--- src/rtl/demux_pkg.sv ---
// Shared constants and elaboration helpers for the N-channel stream demultiplexer.
package demux_pkg;

    localparam int unsigned ERR_CNT_W = 8;

    // Width helper that never returns 0, so a 2-entry range still gets a 1-bit field.
    function automatic int unsigned clog2_min1(input int unsigned v);
        return (v <= 2) ? 1 : $clog2(v);
    endfunction

    function automatic logic is_pow2(input int unsigned v);
        return (v != 0) && ((v & (v - 1)) == 0);
    endfunction

endpackage

--- src/rtl/demux_chan_fifo.sv ---
// Per-channel synchronous FIFO: push/pop, full/empty flags and head-word output.
module demux_chan_fifo #(
    parameter int unsigned W     = 16,
    parameter int unsigned DEPTH = 2
) (
    input  logic         clk,
    input  logic         rst,
    input  logic         push,
    input  logic [W-1:0] push_data,
    input  logic         pop,
    output logic         full,
    output logic         empty,
    output logic [W-1:0] head
);

    generate
        if (DEPTH == 1) begin : g_one
            logic         vld;
            logic [W-1:0] data;

            // Push only when empty and pop only when full, so the two never coincide.
            always_ff @(posedge clk or posedge rst) begin
                if (rst) begin
                    vld  <= 1'b0;
                    data <= '0;
                end else if (push && !vld) begin
                    vld  <= 1'b1;
                    data <= push_data;
                end else if (pop && vld) begin
                    vld <= 1'b0;
                end
            end

            assign full  = vld;
            assign empty = !vld;
            assign head  = data;
        end else begin : g_multi
            localparam int unsigned AW = $clog2(DEPTH);

            logic [AW:0]  wr_ptr;
            logic [AW:0]  rd_ptr;
            logic [W-1:0] mem [DEPTH];
            logic [W-1:0] last_q;
            logic         do_push;
            logic         do_pop;

            assign full    = (wr_ptr[AW] != rd_ptr[AW]) && (wr_ptr[AW-1:0] == rd_ptr[AW-1:0]);
            assign empty   = (wr_ptr == rd_ptr);
            assign do_push = push && !full;
            assign do_pop  = pop && !empty;

            always_ff @(posedge clk or posedge rst) begin
                if (rst) begin
                    wr_ptr <= '0;
                    rd_ptr <= '0;
                    last_q <= '0;
                    for (int unsigned i = 0; i < DEPTH; i++) begin
                        mem[i] <= '0;
                    end
                end else begin
                    if (do_push) begin
                        mem[wr_ptr[AW-1:0]] <= push_data;
                        wr_ptr              <= wr_ptr + 1'b1;
                    end
                    if (do_pop) begin
                        last_q <= mem[rd_ptr[AW-1:0]];
                        rd_ptr <= rd_ptr + 1'b1;
                    end
                end
            end

            // The slot behind the read pointer is stale once the FIFO drains; the last
            // popped word is kept separately so an idle channel keeps showing it.
            assign head = empty ? last_q : mem[rd_ptr[AW-1:0]];
        end
    endgenerate

endmodule

--- src/rtl/demux_stream_nch.sv ---
// Registered 1-to-N valid/ready stream demultiplexer with a FIFO per output channel.
// Build option DEMUX_STREAM_NCH_ZERO_IDLE_EN: zero out_data on channels with out_valid low.
module demux_stream_nch
    import demux_pkg::*;
#(
    parameter int unsigned W     = 16,
    parameter int unsigned N     = 4,
    parameter int unsigned DEPTH = 2,
    parameter int unsigned SEL_W = clog2_min1(N)
) (
    input  logic                 clk,
    input  logic                 rst,
    input  logic [W-1:0]         in_data,
    input  logic [SEL_W-1:0]     in_sel,
    input  logic                 in_valid,
    output logic                 in_ready,
    output logic [N*W-1:0]       out_data,
    output logic [N-1:0]         out_valid,
    input  logic [N-1:0]         out_ready,
    output logic                 sel_err,
    output logic [ERR_CNT_W-1:0] err_cnt
);

    generate
        if (N < 2 || N > 16) begin : g_bad_n
            $error("demux_stream_nch: N must be in 2..16");
        end
        if (!is_pow2(DEPTH) || DEPTH > 16) begin : g_bad_depth
            $error("demux_stream_nch: DEPTH must be a power of two in 1..16");
        end
        if (W < 1) begin : g_bad_w
            $error("demux_stream_nch: W must be at least 1");
        end
    endgenerate

    logic [N-1:0] sel_hit;
    logic [N-1:0] full;
    logic [N-1:0] empty;
    logic [N-1:0] push;
    logic         sel_full;
    logic         sel_in_range;
    logic         accept;
    logic         oor_drop;

    // Decoding against each channel index keeps out-of-range selects (non power-of-two N)
    // from ever indexing past the channel vectors.
    always_comb begin
        sel_hit  = '0;
        sel_full = 1'b0;
        for (int unsigned c = 0; c < N; c++) begin
            if (in_sel == SEL_W'(c)) begin
                sel_hit[c] = 1'b1;
                sel_full   = full[c];
            end
        end
    end

    assign sel_in_range = |sel_hit;
    assign in_ready     = !rst && !(sel_in_range && sel_full);
    assign accept       = in_valid && in_ready;
    assign push         = sel_hit & {N{accept}};
    assign oor_drop     = accept && !sel_in_range;

    always_ff @(posedge clk or posedge rst) begin
        if (rst) begin
            sel_err <= 1'b0;
            err_cnt <= '0;
        end else begin
            sel_err <= oor_drop;
            if (oor_drop && (err_cnt != '1)) begin
                err_cnt <= err_cnt + 1'b1;
            end
        end
    end

    generate
        for (genvar c = 0; c < N; c++) begin : g_ch
            logic [W-1:0] head;

            demux_chan_fifo #(
                .W     (W),
                .DEPTH (DEPTH)
            ) u_fifo (
                .clk       (clk),
                .rst       (rst),
                .push      (push[c]),
                .push_data (in_data),
                .pop       (out_ready[c]),
                .full      (full[c]),
                .empty     (empty[c]),
                .head      (head)
            );

            assign out_valid[c] = !empty[c];
`ifdef DEMUX_STREAM_NCH_ZERO_IDLE_EN
            assign out_data[c*W +: W] = empty[c] ? '0 : head;
`else
            assign out_data[c*W +: W] = head;
`endif
        end
    endgenerate

endmodule

--- config.mk ---
export PLATFORM = sky130hd
export DESIGN_NAME = demux_stream_nch
export DESIGN_NICKNAME = d
export VERILOG_FILES = /design/src/rtl/demux_pkg.sv /design/src/rtl/demux_chan_fifo.sv /design/src/rtl/demux_stream_nch.sv
export SDC_FILE = /design/constraint.sdc
export NUM_CORES = 1
export LEC_CHECK = 0
export BUFFER_PORTS_ARGS = -buffer_cell sky130_fd_sc_hd__buf_2
export CAP_MARGIN = 20
export CORE_ASPECT_RATIO = 0.75
export CORE_MARGIN = 4
export CORE_UTILIZATION = 50
export CTS_CLUSTER_DIAMETER = 50
export CTS_CLUSTER_SIZE = 28
export DETAILED_ROUTE_END_ITERATION = 16
export GPL_TIMING_DRIVEN = 1
export PLACE_DENSITY = 0.67
export SLEW_MARGIN = 15
export SYNTH_ARGS = -nofsm -noshare
export SYNTH_HDL_FRONTEND = slang
export SYNTH_HIERARCHICAL = 1
export SYNTH_SLANG_ARGS = --single-unit
--- constraint.sdc ---
create_clock -name clk -period 4.1 [get_ports clk]
set_input_delay 0.205 -clock clk [delete_from_list [all_inputs] [get_ports clk]]
set_output_delay 0.205 -clock clk [all_outputs]
set_load 0.05 [all_outputs]
## Word-level counts from Yosys, hierarchy flattened

Cells that the tools add are included.

| cells by class | value |
|---|---|
| add/sub/neg operators | 9 |
| $mul | 0 |
| div/mod/pow operators | 0 |
| $lt $le $gt $ge | 12 |
| equality and inequality tests | 16 |
| shifts and indexed selects | 0 |
| multiplexer cells | 36 |
| bitwise logic cells | 9 |
| reduce and logical (&&, ||, !) cells | 34 |

Operators by type and width:

| cell | number |
|---|---|
| 16-bit two-way mux | 20 |
| 32-bit bitwise mux | 4 |
| 16-bit demux with 1-bit select | 4 |
| 1-bit logical AND | 21 |
| 2-bit by 1-bit adder with 2-bit output (second input constant) | 8 |
| 2-bit greater-or-equal comparator (second input constant) | 8 |
| 1-bit inverter with 2-bit output | 8 |
| 1-bit logical NOT | 11 |
| 8-bit by 1-bit adder with 8-bit output (second input constant) | 1 |
| 2-bit == test | 4 |
| 2-bit by 1-bit < comparator with 1-bit output (second input constant) | 4 |
| 1-bit two-way mux | 8 |
| 8-bit inequality test (second input constant) | 1 |
| 4-bit bitwise AND | 1 |
| 1-bit == test | 4 |
| 2-bit == test (second input constant) | 2 |
| 1-bit inequality test | 4 |
| 4-bit OR reduction | 1 |
| 2-bit by 1-bit == test with 1-bit output (second input constant) | 1 |
| 2-bit logical NOT | 1 |

| word-level totals | value |
|---|---|
| register bits after elaboration | 217 |
| latch bits | 0 |
| memory bits (writable) | 0 |
| memory bits (read-only) | 0 |
| input port bits | 25 |
| output and inout port bits | 78 |
| word-level logic and storage cells | 138 |
| memories | 0 |

## Longest topological paths before layout

Gate-level depths: netlist (run 1).

| depth | value |
|---|---|
| depth after elaboration | 12 |
| gate-level depth with buffers | 7 |
| gate-level depth less buffers | 6 |

## Cells and area by module

The synthesis (run 1) kept the hierarchy.

Modules (own cells, without submodules):

| module | times used | cells each | area an instance (µm²) | sequential area each (µm²) |
|---|---|---|---|---|
| demux_chan_fifo | 4 | 156 | 2386.0 | 1301.2 |
| demux_stream_nch | 1 | 31 | 345.3 | 225.2 |

## Least setup slack after synthesis (run 1)

Ideal clock, no wire load.

| timing path | value |
|---|---|
| path type | reg-to-reg |
| start point | reg g_ch[1].u_fifo.g_multi.rd_ptr[1] |
| end point | reg g_ch[1].u_fifo/g_multi.mem[0] (netlist bit) |
| library setup time | 125 ps |
| data arrival time | 1984 ps |
| data required time | 3975 ps |
| path slack | 1991 ps |
| cell stages (with the launch flop) | 8 |
| path buffers | 1 |
| clock period less this slack | 2109 ps |
| cells stage by stage | dfrtp_1 -> xor2_1 -> and2_1 -> nor3b_1 -> nand2_1 -> a21oi_2 -> buf_6 -> mux2_2 |

| between the ends | value |
|---|---|
| cells in the longest elaborated chain, start to end | 11 |
| elaborated cells between the ends (all ways) | 12 |
| classes of those cells | 1 x eq/ne; 3 x mux; 1 x bitwise; 7 x reduce/logical |

Ends and longest elaborated chain:

| what | RTL line | RTL |
|---|---|---|
| start: declaration | demux_chan_fifo.sv:41 | `logic [AW:0] rd_ptr;` |
| start signal: assignment | demux_chan_fifo.sv:67 | `rd_ptr <= rd_ptr + 1'b1;` |
| 1-bit inequality test | demux_chan_fifo.sv:47 | `assign full = (wr_ptr[AW] != rd_ptr[AW]) && (wr_ptr[AW-1:0] == rd_ptr[AW-1:0]);` |
| 1-bit logical AND | demux_chan_fifo.sv:47 |  |
| via full[1] | demux_stream_nch.sv:37 | `logic [N-1:0] full;` |
| 1-bit two-way mux (3 in series) | demux_stream_nch.sv:51 | `if (in_sel == SEL_W'(c)) begin` |
| 1-bit logical AND | demux_stream_nch.sv:59 | `assign in_ready = !rst && !(sel_in_range && sel_full);` |
| 1-bit logical NOT | demux_stream_nch.sv:59 |  |
| 1-bit logical AND | demux_stream_nch.sv:59 |  |
| 1-bit logical AND | demux_stream_nch.sv:60 | `assign accept = in_valid && in_ready;` |
| 4-bit bitwise AND | demux_stream_nch.sv:61 | `assign push = sel_hit & {N{accept}};` |
| via push[1] | demux_stream_nch.sv:39 | `logic [N-1:0] push;` |
| 1-bit logical AND | demux_chan_fifo.sv:49 | `assign do_push = push && !full;` |
| end signal: indexed assignment | demux_chan_fifo.sv:62 | `mem[wr_ptr[AW-1:0]] <= push_data;` |
| end: declaration | demux_chan_fifo.sv:42 | `logic [W-1:0] mem [DEPTH];` |

The timed path passes the listed nets, and every way through them passes these cells.
A chain may end at the register's enable or synchronous reset.

## Worst setup path in the final report (run 1)

| timing path | value |
|---|---|
| start point | reg g_ch[2].u_fifo.g_multi.rd_ptr[0] |
| end point | reg g_ch[2].u_fifo/g_multi.mem[13] (netlist bit) |

| between the ends | value |
|---|---|
| cells in the longest elaborated chain, start to end | 10 |
| elaborated cells between the ends (all ways) | 11 |
| classes of those cells | 1 x eq/ne; 2 x mux; 1 x bitwise; 7 x reduce/logical |

Ends and longest elaborated chain:

| what | RTL line |
|---|---|
| start: declaration | demux_chan_fifo.sv:41 |
| start signal: assignment | demux_chan_fifo.sv:67 |
| 1-bit == test | demux_chan_fifo.sv:47 |
| 1-bit logical AND | demux_chan_fifo.sv:47 |
| via full[2] | demux_stream_nch.sv:37 |
| 1-bit two-way mux (2 in series) | demux_stream_nch.sv:51 |
| 1-bit logical AND | demux_stream_nch.sv:59 |
| 1-bit logical NOT | demux_stream_nch.sv:59 |
| 1-bit logical AND | demux_stream_nch.sv:59 |
| 1-bit logical AND | demux_stream_nch.sv:60 |
| 4-bit bitwise AND | demux_stream_nch.sv:61 |
| via push[2] | demux_stream_nch.sv:39 |
| 1-bit logical AND | demux_chan_fifo.sv:49 |
| end signal: indexed assignment | demux_chan_fifo.sv:62 |
| end: declaration | demux_chan_fifo.sv:42 |

The timed path passes the listed nets, and every way through them passes these cells.

==> results of run 1 <==
[what timing repair did]
action	4_1_cts	5_1_grt
gates resized for setup	0	0
endpoints found under the hold margin	9	0
hold buffers	1	0
setup endpoints to repair	0	0
[state kept, by name (all words and copies together) (netlist names)]
register,cells
g_ch.u_fifo/g_multi.mem,128
g_ch.u_fifo/g_multi.rd_ptr,8
err_cnt,8
g_ch.u_fifo/g_multi.last_q,64
sel_err,1
g_ch.u_fifo/g_multi.wr_ptr,8
[cells in the final DEF (no fill, tap or decap), types with 2 or more instances in the layout]
cell type	instances
nand2_1	4
xor2_1	12
clkbuf_8	2
xnor2_1	12
a21boi_0	4
o211ai_1	4
dfrtp_1	217
inv_8	3
o21ai_0	4
mux2_2	320
buf_2	102
nor3b_1	2
and2_1	4
nor3_1	2
inv_6	2
o211ai_2	4
clkinv_4	3
clkbuf_16	21
a21oi_2	4
buf_4	5
nand2_2	4
a21boi_2	4
clkinv_2	6
inv_1	13
[logic make-up after synthesis]
kind of cell,count (synthesis),share of synthesized area
muxes,321,0.367
DFF,217,0.549
buffers and inverters,49,0.0302
AOI/OAI and AO/OA,24,0.0213
xor gates and xnor gates,24,0.0213
and+or+nand+nor,19,0.0111
other,1,0.000379
[worst paths after layout]
| path | start | to | slack [ns] | cells after the start |
|---|---|---|---|---|
| setup / recovery | g_ch[2].u_fifo/g_multi.rd_ptr[0] | g_ch[2].u_fifo/g_multi.mem[13] | 0.81 | 6 |
| hold / removal | out_ready[0] | g_ch[0].u_fifo/g_multi.rd_ptr[1] | 0.06 | 3 |
| setup reg to reg | g_ch[2].u_fifo/g_multi.rd_ptr[0] | g_ch[2].u_fifo/g_multi.mem[13] | 0.81 | 6 |
| hold reg to reg | err_cnt[7] | err_cnt[7] | 0.37 | 0 |
| max in group asynchronous | rst | g_ch[3].u_fifo/g_multi.last_q[14] | 3.05 | 3 |
| min in group asynchronous | rst | err_cnt[4] | 0.32 | 3 |
[synth_stat cells, drive strengths merged]
master	n
a21oi	4
mux4	1
mux2	320
xor2	12
nor2	1
clkbuf	8
nor3b	2
buf	24
nor3	2
inv	17
xnor2	12
and2	4
nand2	8
dfrtp	217
or3b	1
conb	1
o21ai	4
o211ai	8
nand3b	1
a21boi	8
[tightest hold or removal path, cell delays in order]
cell      delay (ns)
buf_2           0.13
o211ai_1        0.11
xnor2_1         0.07
[metrics by stage]
stage / utilization / instances / worst slack [ns] / area [µm²] / hold slack (ns)
after floorplan: - / 655 / 1.99 / 9890 / 0.0329
after global placement: 0.543 / 983 / 1.05 / 10500 / 0.262
after detailed placement: 0.543 / 983 / 0.824 / 10500 / 0.293
after CTS: 0.578 / 1020 / 0.824 / 11200 / 0.0359
after global routing: 0.578 / 1020 / 0.616 / 11200 / 0.0404
final: 0.578 / 1020 / 0.812 / 11200 / 0.0631
[metal layers]
layer	global-route usage	up-vias	wire length, µm
met4	0.0441	0	384
met5	0	-	0
met3	0.0294	27	929
met1	0.258	2816	9340
met2	0.310	112	9640
li1	-	2539	-
[area by class of cell]
cell class / count / area [µm²] / area share
clock buffers: 24 / 557 / 0.0497
clock inverters: 12 / 111 / 0.00994
inverters: 17 / 68.8 / 0.00614
multi-input cells: 389 / 4160 / 0.371
flip-flops and latches: 217 / 5430 / 0.485
well taps: 253 / 317 / 0.0283
repair buffers: 108 / 558 / 0.0498
==> flow_metrics.py, run 1 <==
metrics = {
    "status": {
        "status": "complete, no violations",
    },
    "critical_path": {
        "worstPathCellList": "xnor2_1 -> and2_1 -> nor3_1 -> nand2_1 -> a21oi_2 -> mux2_2",
        "worstPathArrival_ns": 3.67,
        "worstSetupEndpointType": "flop",
        "cp-start-kind": "flop",
        "crit_required_ns": 4.48,
        "crit_path_max_incr_delay_ns": 0.95,
        "cp_slowest_cell": "dfrtp_1",
        "critical_path.top_delay_family": "flip-flops",
        "cp_num_buf_inv": 0,
        "path_max_fanout": 21,
        "crit_type": "reg -> reg",
    },
    "timing": {
        "rsz0062_at_grt": "no",
        "finalSetupTns_ns": 0,
        "clock-skew-final_ns": 0.0117,
        "maxSlewViolCount": 0,
        "max_freq_mhz": 304,
        "tightest_slew_ns": 1.12,
        "slew_headroom": 0.246,
        "hold_violations": 0,
        "period_share": 0.802,
        "setup-violations-final": 0,
        "finalCriticalPeriod_ns": 3.29,
    },
    "synth": {
        "synth_largest_area_cell": "dfrtp_1",
        "netlist.area_leader.share": 0.549,
        "synth_area_per_cell_um2": 15.1,
        "yosysWarnings": 6,
        "synth_fp_nets": 680,
        "synth.area.top_cells": "dfrtp_1 (55%), mux2_2 (36%), buf_6 (1.4%)",
        "synth_area_um2": 9890,
        "synthCells": 655,
        "synth-seq-cells": 217,
        "synth_cell_types": 25,
        "ys_seq_area_frac": 0.549,
    },
    "clock_tree": {
        "cts_sinks": 217,
        "clock_latency_ns": 0.50,
        "root_buffer": "clkbuf_16",
        "tritoncts": "built",
        "cts.htree.levels": 1,
        "cts_buffers": 20,
        "path_clk_slew_ns": 0.07,
        "post_cts_buffers": 0,
        "cts_buffer_depth": 3,
    },
    "finish": {
        "drive_above_1_share": 0.630,
        "fillers": 1537,
        "antenna_cells": 0,
        "fin_nets": 778,
        "area_delta_synth_final_pct": 13.3,
    },
    "drt": {
        "drtAntennaViolNets": 0,
        "drt-vias-per-instance": 5.39,
        "vias": 5494,
        "firstDrtPassIters": 4,
        "drc": 0,
        "wl_per_cell_um": 19.9,
        "drt_iter0_drc": 285,
        "routed_wl_mm": 20.3,
    },
    "floorplan": {
        "fp.dieH_um": 130,
        "core_area_um2": 19400,
        "dieWidth_um": 170,
        "die_area_um2": 22100,
        "start_util": 0.510,
        "num_rows": 44,
        "io_pins": 103,
    },
    "min_path": {
        "hold_class": "in -> reg",
    },
    "global_routing": {
        "grt_pass1_wl_mm": 32.3,
        "first_global_vias": 5988,
        "grt_max_degree": 53,
        "antenna_found_initial": 0,
        "grt_overflow": 0,
        "grt_usage": 0.185,
    },
    "place": {
        "place_congestion": 0.746,
        "hpwl_mm": 13.4,
        "io_buffers": 102,
    },
    "flow_run": {
        "maxCapViolations": 0,
    },
}
Power of run 1 is left out: the tool's default activity adds up to more than one toggle a clock period on the data nets, which glitch-free logic cannot reach.
==> run 2, diff against run 1 <==
--- a/config.mk
+++ b/config.mk
@@ -5,6 +5,7 @@
 export SDC_FILE = /design/constraint.sdc
 export NUM_CORES = 1
 export LEC_CHECK = 0
+export ABC_AREA = 1
 export BUFFER_PORTS_ARGS = -buffer_cell sky130_fd_sc_hd__buf_2
 export CAP_MARGIN = 20
 export CORE_ASPECT_RATIO = 0.75
@@ -14,7 +15,7 @@
 export CTS_CLUSTER_SIZE = 28
 export DETAILED_ROUTE_END_ITERATION = 16
 export GPL_TIMING_DRIVEN = 1
-export PLACE_DENSITY = 0.67
+export PLACE_DENSITY = 0.7
 export SLEW_MARGIN = 15
 export SYNTH_ARGS = -nofsm -noshare
 export SYNTH_HDL_FRONTEND = slang
==> constraint.sdc (replaced) <==
create_clock -name clk -period 2.95 [get_ports clk]
set_input_delay 0.1475 -clock clk [delete_from_list [all_inputs] [get_ports clk]]
set_output_delay 0.1475 -clock clk [all_outputs]
set_load 0.05 [all_outputs]
==> run 2 against run 1 <==
Against the previous run:
- non-clock buffer count increased by 27
- via count increased by 73%
- sequential share of layout area decreased by 4.2 points
- area after synthesis increased by 10%
- first-iteration DRC count increased to 3.0 times the previous value
- synthesized cell count increased by 120%
- final cell count increased by 76%
- worst setup slack got worse by 0.57 ns
- clock-buffer cell count decreased by 3
- global-route usage increased by 4.6 points
- critical endpoint is now out_data[17]
- largest cell class unchanged
==> flow_metrics.py, run 2 <==
metrics = {
    "clock_tree": {
        "cts_buffer_depth": 3,
        "cts_buffers": 20,
        "cts_sinks": 217,
        "clock_latency_ns": 0.51,
        "root_buffer": "clkbuf_16",
        "path_clk_slew_ns": 0.08,
        "cts.htree.levels": 1,
        "post_cts_resized": 0,
        "tritoncts": "built",
    },
    "finish": {
        "multi_input_area_um2": 4790,
        "layout_common_cells": "nand2_1 (818), dfrtp_1 (217), nand4_1 (133)",
        "area_delta_synth_final_pct": 12.4,
        "antenna_cells": 0,
        "final_common_cell": "nand2_1",
        "fillers": 1997,
        "largest_register_ff_count": 128,
        "finalInstanceArea_um2": 12300,
        "reg_top3": "g_ch.u_fifo/g_multi.mem: 128 flops, g_ch.u_fifo/g_multi.last_q: 64 flops",
        "fin_nets": 1521,
        "register_area_um2": 5430,
        "largest_register": "g_ch.u_fifo/g_multi.mem",
        "drive_above_1_share": 0.159,
        "finish.utilization": 0.577,
    },
    "floorplan": {
        "die_area_um2": 24300,
        "dieWidth_um": 179,
        "io_pins": 103,
        "num_rows": 46,
        "core_area_um2": 21300,
        "fp.dieH_um": 136,
        "start_util": 0.513,
    },
    "timing": {
        "setup-violations-final": 0,
        "slew_headroom": 0.391,
        "max_freq_mhz": 369,
        "clock-skew-final_ns": 0.0165,
        "finalSetupTns_ns": 0,
        "maxSlewViolCount": 0,
        "tightest_slew_ns": 0.912,
        "finalCriticalPeriod_ns": 2.71,
        "period_share": 0.918,
        "rsz0062_at_grt": "no",
        "hold_violations": 0,
    },
    "synth": {
        "yosysMostFrequentCell": "nand2_1",
        "netlist.area_leader.share": 0.497,
        "synth_cell_types": 22,
        "synth_area_per_cell_um2": 7.61,
        "async_flop_share": 1.00,
        "synth-seq-cells": 217,
        "synthCells": 1435,
        "synth_largest_area_cell": "dfrtp_1",
        "yosysWarnings": 6,
        "synth.area.top_cells": "dfrtp_1 (50%), nand2_1 (28%), nand4_1 (7.6%)",
        "synth_fp_nets": 1460,
        "synthFlopType": "dfrtp_1",
        "synth_commonest_cells": "nand2_1 (818), dfrtp_1 (217), nand4_1 (133)",
        "synth_area_um2": 10900,
        "ys_seq_area_frac": 0.497,
        "synth_edf_count": 0,
    },
    "global_routing": {
        "first_global_vias": 8670,
        "grt_usage": 0.231,
        "antenna_found_initial": 0,
        "grt_max_degree": 53,
        "grt_pass1_wl_mm": 45.8,
        "grt_overflow": 0,
    },
    "critical_path": {
        "path_max_fanout": 36,
        "cp-start-kind": "flop",
        "regToRegEndpoint": "g_ch[0].u_fifo/g_multi.mem[12]",
        "reg2reg_slack_ns": 0.39,
        "worstSetupEndpointType": "output port",
        "r2r_start": "g_ch[1].u_fifo/g_multi.wr_ptr[0]",
        "crit_type": "reg -> out",
        "crit_required_ns": 2.80,
        "reg2regPathDepth": 15,
        "worstPathArrival_ns": 2.56,
    },
    "drt": {
        "drc": 0,
        "drt_iter0_drc": 853,
        "vias": 9506,
        "routed_wl_mm": 27.8,
        "wl_per_cell_um": 15.5,
        "drt-vias-per-instance": 5.29,
        "firstDrtPassIters": 6,
        "drtAntennaViolNets": 0,
    },
    "min_path": {
        "hold_depth": 3,
        "min_to": "g_ch[0].u_fifo/g_multi.mem[21]",
        "hold_class": "in -> reg",
        "min_from": "in_data[5]",
    },
    "place": {
        "io_buffers": 102,
        "hpwl_mm": 18.2,
        "place_congestion": 0.844,
        "placedInstanceArea_um2": 11500,
    },
    "flow_run": {
        "maxCapViolations": 0,
    },
    "status": {
        "status": "complete, no violations",
    },
}
## run 2: changes by cell type in the layout (fill, tap and decap cells not counted), moves of 24 or more
cell	delta
buf_4	+25
inv_2	+24
mux2_2	-320
nand2_1	+814
nand3_1	+75
nand4_1	+133
## run 2: repair_timing
item / 4_1_cts / 5_1_grt
hold endpoints to repair: 92 / 0
hold buffers: 2 / 0
buffers inserted: 0 / 0
## run 2: kinds of logic (layout without fill, tap and decap cells)
| family | count (synthesis) | after routing | share of synthesized area |
|---|---|---|---|
| simple gates | 1068 | 1068 | 0.434 |
| flops | 217 | 217 | 0.497 |
| buf+inv | 144 | 219 | 0.0650 |
| xor+xnor | 4 | 4 | 0.00321 |
| other cells | 1 | 1 | 0.000343 |
| compound gates | 1 | 1 | 0.000458 |
## run 2: worst max-delay path by stage
stage	start	endpoint	slack (ns)	cells past startpoint
final	g_ch[1].u_fifo/g_multi.wr_ptr[0]	out_data[17]	0.24	8
after global routing	g_ch[1].u_fifo/g_multi.wr_ptr[0]	out_data[29]	0.06	8
after CTS	g_ch[1].u_fifo/g_multi.wr_ptr[0]	out_data[17]	0.24	8
after detailed placement	g_ch[1].u_fifo/g_multi.wr_ptr[0]	g_ch[0].u_fifo/g_multi.mem[7]	0.50	15
after global placement	g_ch[3].u_fifo/g_multi.wr_ptr[0]	g_ch[0].u_fifo/g_multi.mem[23]	0.61	15
after floorplan	g_ch[3].u_fifo/g_multi.rd_ptr[0]	g_ch[0].u_fifo/g_multi.mem[0]	0.79	17
## run 2: critical path: stages (launching register included)
cell and delay [ns]:
dfrtp_1 0.54, inv_2 0.36, nand2_2 0.11, nand2_4 0.11, nand2_4 0.23, inv_4 0.26, nand2_1 0.08, nand2_1 0.08
buf_2 0.26
## run 2: through the flow
| step | setup WS, ns | cells | hold WS, ns |
|---|---|---|---|
| floorplan | 0.786 | 1435 | -0.000848 |
| global placement | 0.613 | 1759 | 0.271 |
| detailed placement | 0.497 | 1760 | 0.272 |
| CTS | 0.245 | 1798 | 0.00453 |
| global route | 0.0590 | 1798 | 0.0121 |
| finish | 0.241 | 1798 | 0.0143 |
## run 2: routing by layer
metal  GRT usage  wire (µm)  vias to the layer above
met1       0.355      13100                     4492
li1            -          -                     4698
met5           0          0                        -
met2       0.355      12700                      278
met3      0.0292       1600                       38
met4      0.0443        444                        0
## run 2: cell type report
class | instances | area share
clock buffer | 21 | 0.0428
multi-input combinational | 1074 | 0.390
timing repair buffer | 135 | 0.0632
clock inverter | 15 | 0.0164
inverter | 48 | 0.0156
sequential | 217 | 0.442
tap | 288 | 0.0293
Power of run 2 is left out for the same reason.
==> run 3, diff against run 2 <==
--- a/config.mk
+++ b/config.mk
@@ -14,8 +14,7 @@
 export CTS_CLUSTER_DIAMETER = 50
 export CTS_CLUSTER_SIZE = 28
 export DETAILED_ROUTE_END_ITERATION = 16
-export GPL_TIMING_DRIVEN = 1
-export PLACE_DENSITY = 0.7
+export PLACE_DENSITY = 0.67
 export SLEW_MARGIN = 15
 export SYNTH_ARGS = -nofsm -noshare
 export SYNTH_HDL_FRONTEND = slang
==> constraint.sdc (replaced) <==
create_clock -name clk -period 3.52 [get_ports clk]
set_input_delay 0.176 -clock clk [delete_from_list [all_inputs] [get_ports clk]]
set_output_delay 0.176 -clock clk [all_outputs]
set_load 0.05 [all_outputs]
==> run 3 against run 2 <==
Against the previous run:
- non-clock buffer count fell by 12
- critical path depth up 3
- clock skew rose by 0.0027 ns
- worst setup slack better by 0.49 ns
- worst hold slack better by 0.039 ns
- wire length is 0.51% lower
- sequential share of layout area up 0.75 points
- critical path type unchanged
- highest routed layer unchanged
==> flow_metrics.py, run 3 (synthesized netlist as in run 2, its figures left out) <==
metrics = {
    "status": {
        "status": "complete, no violations",
    },
    "finish": {
        "largest_register": "g_ch.u_fifo/g_multi.mem",
        "final_common_cell": "nand2_1",
        "fillers": 2036,
        "drive_above_1_share": 0.149,
        "antenna_cells": 0,
        "area_delta_synth_final_pct": 10.5,
        "largest_register_ff_count": 128,
        "register_area_um2": 5430,
        "multi_input_area_um2": 4790,
        "reg_top3": "g_ch.u_fifo/g_multi.mem: 128 flops, g_ch.u_fifo/g_multi.last_q: 64 flops",
        "layout_common_cells": "nand2_1 (818), dfrtp_1 (217), nand4_1 (133)",
        "fin_nets": 1507,
    },
    "critical_path": {
        "worstPathArrival_ns": 2.62,
        "worstPathCellList": "inv_2 -> nand2_2 -> nand2_4 -> nand2_8 -> inv_2 -> inv_1 -> nand2_1 -> nand2_1 -> inv_1 -> a21oi_1 -> buf_2",
        "cp-start-kind": "flop",
        "crit_type": "reg -> out",
        "path_max_fanout": 37,
        "crit_required_ns": 3.34,
        "crit_path_max_incr_delay_ns": 0.61,
        "cp_slowest_cell": "dfrtp_1",
        "worstSetupEndpointType": "output port",
    },
    "timing": {
        "max_freq_mhz": 358,
        "hold_violations": 0,
        "rsz0062_at_grt": "no",
        "clock-skew-final_ns": 0.0192,
        "finalSetupTns_ns": 0,
        "tightest_slew_ns": 0.644,
        "setup-violations-final": 0,
        "slew_headroom": 0.570,
        "period_share": 0.793,
        "hold_ws_ns": 0.0530,
        "maxSlewViolCount": 0,
        "finalCriticalPeriod_ns": 2.79,
        "setup_slack_ns": 0.727,
    },
    "global_routing": {
        "grt_max_degree": 38,
        "first_global_vias": 8535,
        "grt_usage": 0.228,
        "antenna_found_initial": 0,
        "grt_pass1_wl_mm": 45.1,
        "grt_overflow": 0,
    },
    "clock_tree": {
        "clock_latency_ns": 0.50,
        "cts_buffer_depth": 3,
        "tritoncts": "built",
        "path_clk_slew_ns": 0.08,
        "root_buffer": "clkbuf_16",
        "cts_sinks": 217,
        "cts.htree.levels": 1,
        "post_cts_buffers": 0,
        "cts_buffers": 18,
        "post_cts_resized": 0,
        "ctsHoldBuffers": 1,
    },
    "flow_run": {
        "maxCapViolations": 0,
    },
    "drt": {
        "drt-vias-per-instance": 5.30,
        "firstDrtPassIters": 5,
        "vias": 9436,
        "drt_iter0_drc": 745,
        "wl_per_cell_um": 15.5,
        "routed_wl_mm": 27.7,
        "drtAntennaViolNets": 0,
        "drc": 0,
    },
    "place": {
        "place_congestion": 0.817,
        "hpwl_mm": 17.8,
        "io_buffers": 102,
        "dp_slack_ns": 0.829,
    },
    "floorplan": {
        "start_util": 0.513,
        "dieWidth_um": 179,
        "io_pins": 103,
        "core_area_um2": 21300,
        "num_rows": 46,
        "fp.dieH_um": 136,
        "die_area_um2": 24300,
    },
    "min_path": {
        "hold_class": "in -> reg",
    },
}
## run 3: changes by cell type in the layout (fill, tap and decap cells not counted), moves of 2 or more
cell | previous run | this run
clkinv_8 | 3 | 0
clkinvlp_4 | 2 | 0
buf_4 | 30 | 19
clkinv_2 | 3 | 1
clkbuf_16 | 21 | 19
## run 3: layer usage
layer / track usage / up-vias / part of all wire
li1: - / 4673 / -
met1: 0.350 / 4473 / 0.47
met2: 0.348 / 246 / 0.45
met3: 0.0295 / 44 / 0.056
met4: 0.0503 / 0 / 0.021
met5: 0 / - / 0
## run 3: worst max-delay path, delay by kind of cell (launching register included)
kind	cells	cell delay, ns
buffers and inverters	5	0.72
flip-flops	1	0.61
AND/OR/NAND/NOR	5	0.57
AO/OA/AOI/OAI	1	0.22
## run 3: path summary, 6_finish.rpt
kind                       slack (ns)                          endpoint  cells after the start                              from
max                              0.73                          in_ready                     11  g_ch[0].u_fifo/g_multi.rd_ptr[0]
min                              0.05     g_ch[3].u_fifo/g_multi.mem[0]                      3                        in_data[0]
max reg2reg                      0.81     g_ch[0].u_fifo/g_multi.mem[4]                     15  g_ch[0].u_fifo/g_multi.rd_ptr[0]
min reg2reg                      0.37                        err_cnt[3]                      0                        err_cnt[3]
max in group asynchronous        2.35    g_ch[0].u_fifo/g_multi.mem[26]                      4                               rst
min in group asynchronous        0.29  g_ch[1].u_fifo/g_multi.last_q[3]                      3                               rst
## run 3: metrics by stage
| stage | std cells | util | area (µm²) |
|---|---|---|---|
| floorplan | 1435 | - | 10900 |
| global placement | 1748 | 0.537 | 11400 |
| detailed placement | 1749 | 0.538 | 11400 |
| CTS | 1780 | 0.567 | 12100 |
| global route | 1780 | 0.567 | 12100 |
| finish | 1780 | 0.567 | 12100 |
## run 3: layout make-up
class	instances	share of cell area
Sequential cell	217	0.450
Multi-Input combinational cell	1074	0.397
Timing Repair Buffer	123	0.0566
Clock buffer	21	0.0408
Tap cell	288	0.0298
Inverter	48	0.0158
Clock inverter	9	0.0102
Power of run 3 is left out for the same reason.
